[config.mk]
export PLATFORM = sky130hd
export DESIGN_NAME = rf_write_arbiter
export DESIGN_NICKNAME = d
export VERILOG_FILES = /design/src/rtl/wb_pkg.sv /design/src/rtl/wbq_fifo.sv /design/src/rtl/rf_write_arbiter.sv
export SDC_FILE = /design/constraint.sdc
export NUM_CORES = 1
export LEC_CHECK = 0
export ABC_CLOCK_PERIOD_IN_PS = 2050
export CORE_ASPECT_RATIO = 0.75
export CORE_MARGIN = 5
export CORE_UTILIZATION = 49
export CTS_BUF_LIST = sky130_fd_sc_hd__clkbuf_16
export DETAILED_ROUTE_END_ITERATION = 8
export GPL_TIMING_DRIVEN = 1
export HOLD_SLACK_MARGIN = 0.06
export PLACE_DENSITY = 0.76
export SLEW_MARGIN = 0
export SYNTH_ARGS = -nofsm -noshare
export SYNTH_HDL_FRONTEND = slang
export SYNTH_HIERARCHICAL = 1
export SYNTH_SLANG_ARGS = --single-unit
[constraint.sdc]
create_clock -name clk -period 2.05 [get_ports clk]
set_input_delay 0.41 -clock clk [delete_from_list [all_inputs] [get_ports clk]]
set_output_delay 0.41 -clock clk [all_outputs]
set_load 0.05 [all_outputs]
[src/rtl/wb_pkg.sv]
// wb_pkg: shared widths, register-file write entry type and the r0 constant
package wb_pkg;
  localparam int REG_W = 5;
  localparam int DATA_W = 32;
  localparam logic [REG_W-1:0] REG_ZERO = '0;
  typedef struct packed {
    logic [REG_W-1:0] rd;
    logic [DATA_W-1:0] data;
  } wb_entry_t;
endpackage

[src/rtl/wbq_fifo.sv]
// wbq_fifo: aux write-result FIFO with per-slot valid/rd taps for hazard matching
// Ports: clk, reset (async, active-high); push/push_entry enqueue; pop dequeues head;
//        head = oldest entry; count = occupancy; vld/rds = per-slot valid bit and rd.
module wbq_fifo
  import wb_pkg::*;
#(
  parameter int DEPTH = 4,
  localparam int CW = $clog2(DEPTH + 1),
  localparam int PW = $clog2(DEPTH)
) (
  input  logic                             clk,
  input  logic                             reset,
  input  logic                             push,
  input  wb_entry_t                        push_entry,
  input  logic                             pop,
  output wb_entry_t                        head,
  output logic [CW-1:0]                    count,
  output logic [DEPTH-1:0]                 vld,
  output logic [DEPTH-1:0][REG_W-1:0]      rds
);
  wb_entry_t mem [DEPTH];
  logic [PW-1:0] wr_ptr, rd_ptr;
  genvar g;
  assign head = mem[rd_ptr];
  for (g = 0; g < DEPTH; g++) begin : g_rd
    assign rds[g] = mem[g].rd;
  end
  always_ff @(posedge clk) begin
    if (push) mem[wr_ptr] <= push_entry;
  end
  // Pointers wrap naturally since DEPTH is a power of two. The caller never
  // pushes when full, so a same-cycle push and pop always touch different slots.
  always_ff @(posedge clk or posedge reset) begin
    if (reset) begin
      wr_ptr <= '0;
      rd_ptr <= '0;
      count  <= '0;
      vld    <= '0;
    end else begin
      if (push) wr_ptr <= wr_ptr + 1'b1;
      if (pop) rd_ptr <= rd_ptr + 1'b1;
      count <= count + CW'(push) - CW'(pop);
      if (pop) vld[rd_ptr] <= 1'b0;
      if (push) vld[wr_ptr] <= 1'b1;
    end
  end
endmodule

[src/rtl/rf_write_arbiter.sv]
// rf_write_arbiter: merges the writeback stage and a buffered aux producer onto the RF write port
// Ports: clk, reset (async, active-high)
//        wb_en/wb_rd/wb_data      pipeline writeback (never stalls, highest priority)
//        aux_valid/aux_ready/aux_rd/aux_data  aux producer handshake into the FIFO
//        rf_we/rf_waddr/rf_wdata  registered register-file write
//        q_rd/q_pending           hazard query: aux write to q_rd still in flight
//        stall_req                ask the pipeline to drop wb_en for a cycle
//        count                    FIFO occupancy
//        conflict_cycles          only with RF_WRITE_ARB_STATS_EN: saturating count of
//                                 cycles the queue waited behind a primary write
module rf_write_arbiter
  import wb_pkg::*;
#(
  parameter int DEPTH = 4,
  parameter int STARVE_LIMIT = 8,
  localparam int CW = $clog2(DEPTH + 1)
) (
  input  logic              clk,
  input  logic              reset,
  input  logic              wb_en,
  input  logic [REG_W-1:0]  wb_rd,
  input  logic [DATA_W-1:0] wb_data,
  input  logic              aux_valid,
  output logic              aux_ready,
  input  logic [REG_W-1:0]  aux_rd,
  input  logic [DATA_W-1:0] aux_data,
  output logic              rf_we,
  output logic [REG_W-1:0]  rf_waddr,
  output logic [DATA_W-1:0] rf_wdata,
  input  logic [REG_W-1:0]  q_rd,
  output logic              q_pending,
  output logic              stall_req,
  output logic [CW-1:0]     count
`ifdef RF_WRITE_ARB_STATS_EN
  ,
  output logic [15:0]       conflict_cycles
`endif
);
  localparam int SW = $clog2(STARVE_LIMIT + 1);
  wb_entry_t head;
  logic [DEPTH-1:0] vld, match;
  logic [DEPTH-1:0][REG_W-1:0] rds;
  logic prim, empty, pop, push, from_aux;
  logic [SW-1:0] starve, starve_nxt;
  genvar g;
  assign aux_ready = count < CW'(DEPTH);
  assign prim = wb_en && wb_rd != REG_ZERO;
  assign empty = count == '0;
  assign pop = !prim && !empty;
  // r0 writes complete the handshake but are never stored
  assign push = aux_valid && aux_ready && aux_rd != REG_ZERO;
  // Counts cycles the head lost to the primary; saturates so stall_req holds until a pop
  assign starve_nxt = (pop || empty) ? '0 : (starve == SW'(STARVE_LIMIT)) ? starve : starve + 1'b1;
  for (g = 0; g < DEPTH; g++) begin : g_match
    assign match[g] = vld[g] && rds[g] == q_rd;
  end
  assign q_pending = q_rd != REG_ZERO && (|match || (rf_we && from_aux && rf_waddr == q_rd));
  wbq_fifo #(.DEPTH(DEPTH)) u_fifo (
    .clk        (clk),
    .reset      (reset),
    .push       (push),
    .push_entry ('{rd: aux_rd, data: aux_data}),
    .pop        (pop),
    .head       (head),
    .count      (count),
    .vld        (vld),
    .rds        (rds)
  );
  always_ff @(posedge clk or posedge reset) begin
    if (reset) begin
      rf_we     <= 1'b0;
      rf_waddr  <= '0;
      rf_wdata  <= '0;
      from_aux  <= 1'b0;
      starve    <= '0;
      stall_req <= 1'b0;
    end else begin
      rf_we    <= prim || pop;
      from_aux <= pop;
      if (prim) begin
        rf_waddr <= wb_rd;
        rf_wdata <= wb_data;
      end else if (pop) begin
        rf_waddr <= head.rd;
        rf_wdata <= head.data;
      end
      starve    <= starve_nxt;
      stall_req <= starve_nxt == SW'(STARVE_LIMIT);
    end
  end
`ifdef RF_WRITE_ARB_STATS_EN
  always_ff @(posedge clk or posedge reset) begin
    if (reset) conflict_cycles <= '0;
    else if (prim && !empty && conflict_cycles != 16'hFFFF) conflict_cycles <= conflict_cycles + 1'b1;
  end
`endif
endmodule

==> impl_metrics.toml <==
[global_route]
antenna_found_initial = 2
grt_max_degree = 42
grt_pass1_wl_microns = 27200
gr-total-overflow = 0
grt_usage_pct = 17.4
grt_pass1_vias = 4995

[layout]
area_growth_pct = 26.6
final_cells = 866
n_antenna_cell = 0
drive_gt1_share_pct = 21.4
finish.instance_area_sq_um = 10700
fin_nets = 734

[die]
io_pins = 127
die_h_microns = 124
start_util_pct = 50.1
coreArea_sq_um = 16900
die_width_microns = 162
dieArea_sq_um = 20100
rows = 41

[run_status]
status = "finished, violations left"
violations = "negative setup slack"

[detailed_routing]
ant_nets = 0
routedWlPerCell_microns = 19.9
vias = 4622
drcViolationCount = 0
viasPerCell = 5.34
drtIter0Drc = 324
wirelength_microns = 17200
first_pass_iters = 4

[timing]
worstMarginPinSlew_ps = 642
rsz0062_at_grt = "yes"
fin_crit_ps = 2400
fin_skew_ps = 12.4
hold_slack_ps = 250
drv_slew = 0
fmax_ghz = 0.417
postLayoutSetupSlackWorst_ps = -346
setup_violations = 1
relSlewSlack_pct = 57.2
finalHoldViolCount = 0
period_share_pct = 117

[yosys]
ys_seq_area_share_pct = 68.6
synth.avg_cell_area_sq_um = 17.0
ys_ff_latch = 203
synth_cells = 498
synthArstFlopShare_pct = 27.1
yosys.area.top_type_share_pct = 52.4
synth_enable_flop_cells = 148
synth.net_count = 594
synthDistinctLibCells = 36
yosys-top-cells-area = "edfxtp_1, dfrtp_1, mux4_2"
synth-main-ff-cell = "edfxtp_1"
yosysWarnings = 6
synth_area_sq_um = 8480
synth_top_area_cell = "edfxtp_1"

[critical_path]
cp_slowest_cell = "dfrtp_1"
critPathLaunchType = "flop"
path_cells = "xor2_1 -> nor4_2 -> buf_4 -> nand4_1 -> nand3_1 -> o22a_2 -> buf_12"
worstPathArrival_ps = 1990
path_max_fanout = 2
worst-path-stages = 7
reg2regPathDepth = 5
endpoint_kind = "output pin"
slowest_delay_ps = 400
path_class = "reg -> out"
critPathTopFamily = "simple AND/OR/NAND/NOR gates"
worst-path-buf-inv = 2
critical_path_required_ps = 1640

[pwr]
p_total_mw = 14.3
ir_drop_mv = 0.573
power.leakage_nw = 3.94
power.density_nw_per_um2 = 1330

[clock_network]
cts_buffers = 20
tritoncts = "built"
cts_hold_buf = 0
h-tree-depth = 1
clk_latency_ps = 490
clock_path_buffers = 3
cts.clk_slew.worst_paths_ps = 70
root_buffer = "clkbuf_16"
cts_sinks = 203

[flow_run]
cap_violations = 0

[placement]
dp_cells = 828
dp_slack_ps = -728
port_buffers = 126
hpwl_microns = 11700
place.gp.congestion = 0.821
dpl_cell_area_sq_um = 10100

[hold_path]
hold_depth = 2
hp-class = "in -> reg"
## cells by family (layout without fill, tap and decap cells)
logic type | after synthesis | count (layout) | share of synthesized area [%]
flip-flops | 203 | 203 | 68.6
multiplexers | 75 | 75 | 14.4
AND/OR/NAND/NOR | 72 | 72 | 4.09
buffers and inverters | 58 | 211 | 4.14
AO/OA/AOI/OAI | 46 | 46 | 3.60
XOR/XNOR | 31 | 31 | 3.20
adder cells (fa/ha/maj) | 13 | 13 | 2.01
## stage by stage
stage                     util [%]  TNS (ps)
final                         63.4      -346
after CTS                     63.4      -366
after detailed placement      59.6    -55870
after global placement        59.6    -53250
after global routing          63.4      -436
after floorplan                  -      -867
## cells in the final DEF, fill, tap and decap left out, drive strengths merged, types with 4 or more instances in the layout
cell	instances
edfxtp	148
clkdlybuf4s50	71
dfrtp	55
dlygate4sd2	47
buf	41
mux4	37
nor2	36
mux2i	35
a21oi	35
xor2	24
clkbuf	21
inv	16
ha	12
nand2	10
xnor2	7
nand3	6
clkinv	6
nor4	5
and2	4
a21o	4
## power breakdown
group          total [mW]  internal (mW)  switching, mW
clock                3.53           2.10           1.44
sequential           5.75           5.26          0.493
combinational        5.00           2.12           2.89
total                14.3           9.47           4.82
## registers in the layout, indices dropped and copies added, names as in the netlist
signal         cells
u_fifo/rd_ptr      2
u_fifo/count       3
u_fifo/vld         4
from_aux           1
rf_waddr           5
stall_req          1
u_fifo/wr_ptr      2
rf_we              1
u_fifo/mem       148
starve             4
rf_wdata          32
## path summary, 6_finish.rpt
path	slack, ps	start	to
max	-350	rf_waddr[2]$_DFFE_PP0P_	q_pending
min	250	aux_rd[1]	u_fifo/mem[3][33]$_DFFE_PP_
max reg2reg	150	u_fifo/count[1]$_DFF_PP0_	stall_req$_DFF_PP0_
min reg2reg	510	u_fifo/vld[2]$_DFF_PP0_	u_fifo/vld[2]$_DFF_PP0_
max in group asynchronous	1290	reset	rf_wdata[9]$_DFFE_PP0P_
min in group asynchronous	260	reset	rf_wdata[31]$_DFFE_PP0P_
## synthesized netlist by cell type, types with 2 or more instances
master	number
xor2_1	24
and2_1	4
buf_6	4
o21ai_0	2
nor3_1	2
mux2_2	3
a21o_1	4
edfxtp_1	148
mux4_2	37
buf_4	24
inv_1	13
a21oi_1	25
clkbuf_1	6
nor3b_1	2
dfrtp_1	55
buf_2	11
mux2i_1	35
nand3_1	6
ha_1	12
xnor2_1	7
nor4_1	5
nand2_1	10
nor2_1	36
a22o_1	2
a21oi_2	10
## final cells by class
type                       count  area [sq um]
sequential                   203          5820
clock inverter                14           115
timing repair buffer         163          1580
fill                        1238          6190
clock buffer                  21           526
multi-input combinational    237          2370
inverter                      13          52.6
tap                          215           269
## metal layers
metal / track usage, % / share of wire, %
met5: 0 / 0.16
met4: 3.43 / 1.2
met3: 4.70 / 7.4
met2: 28.0 / 47
met1: 24.6 / 44
## timing repair
action                     in CTS  in global routing
resized for setup              56                  4
setup endpoints to repair      44                  4
setup buffers                   3                  0
pin swaps                      11                  7
Note: power is estimated with default switching activity, not from simulation.
